**config.mk**
```make
export PLATFORM = sky130hd
export DESIGN_NAME = fifo_pack_8to128
export DESIGN_NICKNAME = d
export VERILOG_FILES = /design/src/rtl/fifo_pkg.sv /design/src/rtl/fifo_pack_8to128_chk.sv /design/src/rtl/fifo_word_store.sv /design/src/rtl/fifo_pack_8to128.sv
export SDC_FILE = /design/constraint.sdc
export NUM_CORES = 2
export LEC_CHECK = 0
export CORE_MARGIN = 1.5
export CORE_UTILIZATION = 25
export CTS_CLUSTER_DIAMETER = 60
export DETAILED_ROUTE_END_ITERATION = 12
export GPL_TIMING_DRIVEN = 0
export PLACE_DENSITY_LB_ADDON = 0.08
export SYNTH_ARGS = -nofsm -noshare
export SYNTH_HDL_FRONTEND = slang
export SYNTH_SLANG_ARGS = --single-unit
```
**constraint.sdc**
```tcl
create_clock -name clk -period 16.2 [get_ports clk]
set_input_delay 3.24 -clock clk [delete_from_list [all_inputs] [get_ports clk]]
set_output_delay 3.24 -clock clk [all_outputs]
set_load 0.1 [all_outputs]
```
**src/rtl/fifo_pkg.sv**
```systemverilog
// Shared widths and lane helper for the 8-to-128 packing FIFO.
package fifo_pkg;

  localparam int BYTE_W         = 8;
  localparam int WORD_W         = 128;
  localparam int BYTES_PER_WORD = 16;
  localparam int BCNT_W         = 4;

  localparam logic [BCNT_W-1:0] LAST_LANE = 4'(BYTES_PER_WORD - 1);

  function automatic logic [WORD_W-1:0] put_lane(
    input logic [WORD_W-1:0] word,
    input logic [BCNT_W-1:0] lane,
    input logic [BYTE_W-1:0] data
  );
    logic [WORD_W-1:0] w_word;
    w_word = word;
    w_word[BYTE_W*lane +: BYTE_W] = data;
    return w_word;
  endfunction

endpackage

```
**src/rtl/fifo_pack_8to128_chk.sv**
```systemverilog
// Occupancy invariant for the packing FIFO word counter.
module fifo_pack_8to128_chk #(
  parameter int DEPTH = 16,
  parameter int CW    = 5
) (
  input logic          clk,
  input logic          reset,
  input logic [CW-1:0] i_word_cnt
);

  a_word_cnt_bound: assert property (@(posedge clk) disable iff (!reset)
    i_word_cnt <= CW'(DEPTH));

endmodule

```
**src/rtl/fifo_word_store.sv**
```systemverilog
// DEPTH x 128-bit register array with one write port and a registered read port.
module fifo_word_store
  import fifo_pkg::*;
#(
  parameter int DEPTH = 16
) (
  input  logic                     clk,
  input  logic                     reset,
  input  logic                     i_we,
  input  logic [$clog2(DEPTH)-1:0] i_waddr,
  input  logic [WORD_W-1:0]        i_wdata,
  input  logic                     i_re,
  input  logic [$clog2(DEPTH)-1:0] i_raddr,
  output logic [WORD_W-1:0]        o_rdata
);

  logic [WORD_W-1:0] r_mem [DEPTH];
  logic [WORD_W-1:0] r_rdata;

  // Entries carry no reset; validity is tracked by the owner's pointers.
  always_ff @(posedge clk) begin
    if (reset && i_we) begin
      r_mem[i_waddr] <= i_wdata;
    end
  end

  always_ff @(posedge clk) begin
    if (!reset) begin
      r_rdata <= '0;
    end else if (i_re) begin
      r_rdata <= r_mem[i_raddr];
    end
  end

  assign o_rdata = r_rdata;

endmodule

```
**src/rtl/fifo_pack_8to128.sv**
```systemverilog
// Byte-in / 128-bit-word-out FIFO: assembles 16 little-endian bytes per word.
module fifo_pack_8to128
  import fifo_pkg::*;
#(
  parameter int DEPTH        = 16,
  parameter int ALM_FULL_TH  = 2,
  parameter int ALM_EMPTY_TH = 2
) (
  input  logic              clk,
  input  logic              reset,
  input  logic              i_wren,
  input  logic [BYTE_W-1:0] i_wdata,
  input  logic              i_rden,
  output logic [WORD_W-1:0] o_rdata,
  output logic              o_full,
  output logic              o_empty,
  output logic              o_alm_full,
  output logic              o_alm_empty,
  output logic              o_wr_err,
  output logic              o_rd_err
);

  localparam int AW = $clog2(DEPTH);
  localparam int CW = AW + 1;

  localparam logic [CW-1:0] CNT_DEPTH = CW'(DEPTH);
  localparam logic [CW-1:0] CNT_AFULL = CW'(DEPTH - ALM_FULL_TH);
  localparam logic [CW-1:0] CNT_AEMPT = CW'(ALM_EMPTY_TH);

  logic [BCNT_W-1:0] r_byte_cnt;
  logic [WORD_W-1:0] r_asm;
  logic [AW-1:0]     r_wr_ptr;
  logic [AW-1:0]     r_rd_ptr;
  logic [CW-1:0]     r_word_cnt;
  logic              r_wr_err;
  logic              r_rd_err;

  logic              w_full;
  logic              w_empty;
  logic              w_wr_acc;
  logic              w_rd_acc;
  logic              w_last_lane;
  logic              w_commit;
  logic [WORD_W-1:0] w_commit_word;

  assign w_empty       = (r_word_cnt == '0);
  assign w_full        = (r_word_cnt == CNT_DEPTH) && (r_byte_cnt == LAST_LANE);
  assign w_wr_acc      = i_wren && !w_full;
  assign w_rd_acc      = i_rden && !w_empty;
  assign w_last_lane   = (r_byte_cnt == LAST_LANE);
  assign w_commit      = w_wr_acc && w_last_lane;
  assign w_commit_word = put_lane(r_asm, r_byte_cnt, i_wdata);

  // Flags look only at registered state, so a read never makes room for a same-cycle write.
  always_ff @(posedge clk) begin
    if (!reset) begin
      r_byte_cnt <= '0;
      r_asm      <= '0;
      r_wr_ptr   <= '0;
      r_rd_ptr   <= '0;
      r_word_cnt <= '0;
      r_wr_err   <= 1'b0;
      r_rd_err   <= 1'b0;
    end else begin
      if (w_wr_acc) begin
        r_byte_cnt <= r_byte_cnt + 4'd1;
        r_asm      <= w_last_lane ? '0 : w_commit_word;
      end
      if (w_commit) begin
        r_wr_ptr <= r_wr_ptr + AW'(1);
      end
      if (w_rd_acc) begin
        r_rd_ptr <= r_rd_ptr + AW'(1);
      end
      case ({w_commit, w_rd_acc})
        2'b10:   r_word_cnt <= r_word_cnt + CW'(1);
        2'b01:   r_word_cnt <= r_word_cnt - CW'(1);
        default: r_word_cnt <= r_word_cnt;
      endcase
      r_wr_err <= i_wren && w_full;
      r_rd_err <= i_rden && w_empty;
    end
  end

  fifo_word_store #(
    .DEPTH (DEPTH)
  ) u_store (
    .clk     (clk),
    .reset   (reset),
    .i_we    (w_commit),
    .i_waddr (r_wr_ptr),
    .i_wdata (w_commit_word),
    .i_re    (w_rd_acc),
    .i_raddr (r_rd_ptr),
    .o_rdata (o_rdata)
  );

  fifo_pack_8to128_chk #(
    .DEPTH (DEPTH),
    .CW    (CW)
  ) u_chk (
    .clk        (clk),
    .reset      (reset),
    .i_word_cnt (r_word_cnt)
  );

  assign o_full      = w_full;
  assign o_empty     = w_empty;
  assign o_alm_full  = (r_word_cnt >= CNT_AFULL);
  assign o_alm_empty = (r_word_cnt <= CNT_AEMPT);
  assign o_wr_err    = r_wr_err;
  assign o_rd_err    = r_rd_err;

endmodule

```
# == Yosys cells after proc, flatten, opt, wreduce, memory -nomap -nowiden ==
# Memories as Yosys holds them, arrays and structs flattened. A register that Yosys moved wholly into a read port is not among the register bits.
# Index checks and enable logic that the tools add are counted.
# totals
register_bits,147
ram_bits,2048
inputBits,12
out_inout_bits,134
word_cells,39
n_memories,1
# classes
addsub,6
order_cmp,2
n_eq_ne,4
shift,2
n_mux,5
reduce_logical,12
# mem_list
memory,words,word_bits,read_ports,rd_clocked_by_memory_dff,write_ports,line_no,source
u_store.r_mem,16,128,1,1,1,fifo_word_store.sv:17,logic [WORD_W-1:0] r_mem [DEPTH];
# ops
operator,n
$bwmux 128,1
$mux 128,1
$shift 8x34->128 const A,1
$shiftx 8x34->128,1
$neg 7->34,1
$add 4x1->4 const B,3
$pmux 5 s2,1
$logic_and 1x1->1,7
$add 5x1->5 const B,1
$eq 5x5->1 const B,1
$ge 5x4->1 const B,1
$le 5x2->1 const B,1
$logic_not 5->1,1
$sub 5x1->5 const B,1
$eq 4x4->1 const B,1
$logic_not 1->1,3
$eq 2x1->1 const B,1
$eq 2x2->1 const B,1
$mux 1,2
$reduce_bool 2->1,1

# == Logic depth before layout (Yosys ltp) ==
# logic_depth
ltp_word,8
depth_mapped,12
mapped_depth_nobuf,12

# == Modules after synthesis ==
# Synthesis repeated with hierarchy kept, for this count alone.
# unflattened
hier_cells,5272
area_unflattened_um2,89190.5
# by_module_without_submodules
mod,n_inst,cells_each,area_each_um2,seq_area_each_um2
fifo_word_store,1,4415,82102.5,64061.4
fifo_pack_8to128,1,857,7088.0,2942.8

# == Least setup slack after synthesis ==
# Ideal clock, no wire load.
# synth_path
kind,input to register
startpoint,input i_wren
endpoint,memory u_store.r_mem[7][0] (enable)
setup_ps,617
arrival_time_ps,9612
required_time_ps,15583
path_slack_ps,5971
path_stages,5
path_buffers,1
path_cell_list,clkbuf_1 > inv_1 > a211oi_2 > nand2_1 > nor2_1
# synth_between
elab_chain_len,5
# synth_lines
item,line_no,source
start: declaration,fifo_pack_8to128.sv:11,"input logic i_wren,"
$logic_and 1x1->1,fifo_pack_8to128.sv:48,assign w_wr_acc = i_wren && !w_full;
$logic_and 1x1->1,fifo_pack_8to128.sv:51,assign w_commit = w_wr_acc && w_last_lane;
$logic_and 1x1->1,fifo_word_store.sv:22,if (reset && i_we) begin
$mux 1,fifo_word_store.sv:22,
$mux 1 (implied by the code),fifo_word_store.sv:23,r_mem[i_waddr] <= i_wdata;
end: declaration,fifo_word_store.sv:17,
# No other way between the ends.

# == Worst setup path after layout ==
# layout_path
startpoint,input reset
endpoint,memory u_store.r_mem[15][49] (enable)
# layout_between
elab_chain_len,3
# layout_lines
item,line_no,source
start: declaration,fifo_pack_8to128.sv:10,"input logic reset,"
$logic_and 1x1->1,fifo_word_store.sv:22,
$mux 1,fifo_word_store.sv:22,
$mux 1 (implied by the code),fifo_word_store.sv:23,
# No other way between the ends.

==> summary.txt <==
Clocking
  • CTS tree: yes
  • Clock Latency Late Sink: 0.88 ns
  • Clock Pin Slew Worst Setup and Hold Paths: about 0.06 ns
  • CTS H-tree lvls: 5
  • Clk buf depth: 4
  • Clock net sink count: between 2000 and 2500
  • Post-cts sizing count: 0
  • TritonCTS buffer count: between 200 and 300
  • Setup repair bufs after CTS: 0
  • Hold_buf cts: 0
  • Clock root buffer: clkbuf_16

Worst setup path
  • Slowest CP cell: nor2_4
  • CP endpoint kind: flop
  • Data arrival, critical path: between 7 and 8 ns
  • Crit start category: input pin
  • CP top delay family: buffers and inverters
  • Crit path kind: in -> reg
  • Crit-path cells: clkdlybuf4s50_1, clkbuf_1, clkbuf_1, clkbuf_1, nand3_1, nor2_4, buf_12, buf_12, buf_12, buf_16
  • CP Data Required Time: 16.77 ns
  • CP max FO: 20
  • Buffers & Inverters on Critical Path: 8
  • Max incr delay on CP: 0.78 ns

Power
  • Power Density: between 100 and 150 nW/um2
  • Psw: roughly 2600 uW
  • Sequential share of power: around half
  • Internal power: around 10000 uW
  • Net switching share of the total power: 20.3%
  • LEAKAGE: ~0.033 uW
  • Comb power frac: 0.9%
  • Clock Power Share: between 40% and 50%
  • Maximum vdd drop: roughly 0.067 mV

Timing
  • RSZ-0062 raised after global routing: false
  • Tmin final: 7.25 ns
  • Pins Over Slew Limit: 0
  • Slew @ Worst Pin: 1.27 ns
  • Setup TNS Final: 0 ns
  • Max Fclk: approximately 140 MHz
  • Endpoints failing hold: 0
  • Final Setup Violations: 0
  • Slew headroom: approximately 15%
  • Final Cycle Share: ~45%
  • Worst Skew: 0.0270 ns

Final layout
  • Multi-input logic area: around 20000 um2
  • Fillers: 33900
  • Fraction of layout cells with a size suffix above 1: approximately a fifth
  • Synthesis-to-finish area growth: 22.8%
  • Final net count: ~5400
  • Cell area after layout: 108000 um2
  • Reg area: about 67000 um2

GRT
  • Largest net degree at the start of global routing: 24
  • First-pass GRT wire length: roughly 410000 um
  • Initial antenna violation count: 28
  • Overflow after GRT: 0
  • Number of global-route vias before repair: about 48000
  • Tot GR Track Use: 16.3%

Placement
  • Placer Congestion: between 0.8 and 0.9
  • Dpl cell area: slightly below 100000 um2
  • Buffers on Ports: ~140
  • Post-DP HPWL: slightly below 200000 um

Synth
  • Async set-reset flop share out of synthesis: 0%
  • Avg Inst Size Synth: about 19 um2
  • Flops & latches, synth: between 2000 and 2500
  • Most used DFF post-synth: edfxtp_1
  • Syn Nets: about 4700
  • Post-synth EDFFs: around 2000
  • Sequential fraction of the synthesis area: about three quarters
  • Syn. warnings: 0
  • Netlist cell types: slightly below 70
  • Synthesized area: roughly 88000 um2
  • Cells after Synth: around 4700

Floorplanning
  • IO Count: between 100 and 150
  • Die Area: ~360000 um2
  • Core area: approximately 350000 um2
  • Die width: between 500 and 600 um
  • Initial Utilization: 25.2%
  • Die height: slightly below 600 um
  • FP Rows: around 220

Route
  • Drt drc: 0
  • Via/cell ratio: between 4 and 5
  • Drt initial violations: roughly 3500
  • ANT nets after route: 0
  • First-pass DRT Iterations: 7
  • WL per Instance: just under 30 um
  • Vias post-DR: between 40000 and 50000
  • Routed wire length: 296000 um

Worst hold path
  • Hold Crit Class: reg -> reg

Status
  • Status: completed

Job
  • Max-cap violations: 0
## kinds of logic after synthesis
logic type | after synthesis | synth area share, %
mux | 892 | 13.9
compound gates | 816 | 6.61
flops | 2323 | 76.1
xor+xnor | 14 | 0.148
simple gates | 322 | 1.65
buf+inv | 296 | 1.46
fa+ha+maj | 15 | 0.222
## power by group through the flow
stage	logic [uW]	clock network (uW)	registers [uW]
after global placement	109	0	6560
after CTS	113	6470	6430
final	113	6260	6430
after floorplan	55.1	0	6560
after global routing	119	6670	6430
after detailed placement	113	0	6560
## synthesized netlist by cell type (3+ instances only)
master	n	share of area, %
xor2_1	3	0.030
mux2i_1	623	7.1
mux2_2	7	0.089
o21ai_2	6	0.060
and3_1	4	0.028
nand3b_1	3	0.026
nand2_1	197	0.84
edfxtp_1	2048	70
and2_1	22	0.16
o221ai_1	6	0.060
nand4_1	4	0.028
o21ai_0	215	1.2
buf_1	20	0.085
a22oi_1	252	2.1
inv_1	12	0.051
nor2b_1	12	0.085
nor3_1	7	0.040
buf_2	96	0.55
clkbuf_1	147	0.63
clkbuf_2	8	0.045
buf_4	12	0.10
nor2_1	34	0.14
nor4_1	3	0.021
nand3_1	14	0.080
dfxtp_1	275	6.2
o2bb2ai_1	78	0.78
mux4_2	262	6.7
nand2b_1	8	0.057
a21oi_1	19	0.11
xnor2_1	10	0.099
o21ai_1	29	0.16
o22ai_1	16	0.11
a32oi_1	122	1.2
a22o_1	47	0.47
ha_1	14	0.20
## placed cells by master, fill, tap and decap left out, drive strengths merged, types with 7 or more instances in the layout
master / Yosys / layout
nor2: 35 / 35
dfxtp: 275 / 275
clkbuf: 155 / 564
bufinv: 0 / 18
nor3: 8 / 8
clkdlybuf4s50: 0 / 143
buf: 128 / 347
clkinv: 0 / 71
nand2: 197 / 197
edfxtp: 2048 / 2048
nor2b: 12 / 12
o21ai: 251 / 251
a32oi: 122 / 122
nand3: 15 / 15
o22ai: 16 / 16
o2bb2ai: 78 / 78
inv: 13 / 23
mux2i: 623 / 623
a22oi: 252 / 252
xnor2: 11 / 11
a21oi: 20 / 20
mux2: 7 / 7
and2: 22 / 22
mux4: 262 / 262
ha: 14 / 14
nand2b: 8 / 8
diode: 0 / 13
a22o: 48 / 48
## final cells by class
| cell class | instances | share of cell area, % |
|---|---|---|
| Multi-Input combinational cell | 2059 | 18.5 |
| Antenna cell | 13 | 0.0301 |
| Inverter | 13 | 0.0451 |
| Timing Repair Buffer | 362 | 4.63 |
| Buffer | 283 | 1.15 |
| Clock buffer | 409 | 7.47 |
| Tap cell | 4599 | 5.32 |
| Sequential cell | 2323 | 61.9 |
| Clock inverter | 103 | 0.933 |
## worst reg2reg max path: stages, from the launching register on
cell and delay, ns:
dfxtp_1 0.31, buf_2 0.21, buf_2 0.29, nor2_1 0.90
buf_2 1.01, clkbuf_1 0.79, a22oi_1 0.23, a32oi_1 0.23
o21ai_0 0.09
## path summary, 6_finish.rpt
check	cells past startpoint	slack, ns	end	from
worst max-delay path	10	8.95	u_store.r_mem[15][49]	reset
worst min-delay path	2	0.46	r_asm[110]	r_asm[110]
worst min register to register	2	0.46	r_asm[110]	r_asm[110]
worst max register to register	8	11.97	u_store.o_rdata[78]	r_rd_ptr[1]
## layer usage
layer / track usage, % / routed length, um / vias up
li1: - / - / 20500
met1: 22.8 / 136000 / 25000
met2: 26.6 / 139000 / 1120
met3: 2.42 / 13400 / 398
met4: 3.87 / 7170 / 0
met5: 0 / 0 / -
## stage by stage
stage	setup slack, ns	power, uW	util, %	hold WS, ns	cells
finish	8.95	12800	30.9	0.458	10200
global route	8.85	13200	30.9	0.473	10200
CTS	8.89	13000	30.9	0.456	10200
detailed placement	8.00	6670	28.3	0.446	9639
global placement	-5.28	6670	27.2	0.442	9420
floorplan	5.97	6610	-	0.430	4678
## registers in the layout (all words and copies together), names as in the netlist
register         cells
r_rd_ptr             4
r_asm              128
u_store.r_mem     2048
o_wr_err             1
r_word_cnt           5
o_rd_err             1
r_byte_cnt           4
r_wr_ptr             4
u_store.o_rdata    128
(Power assumes the default switching activity.)
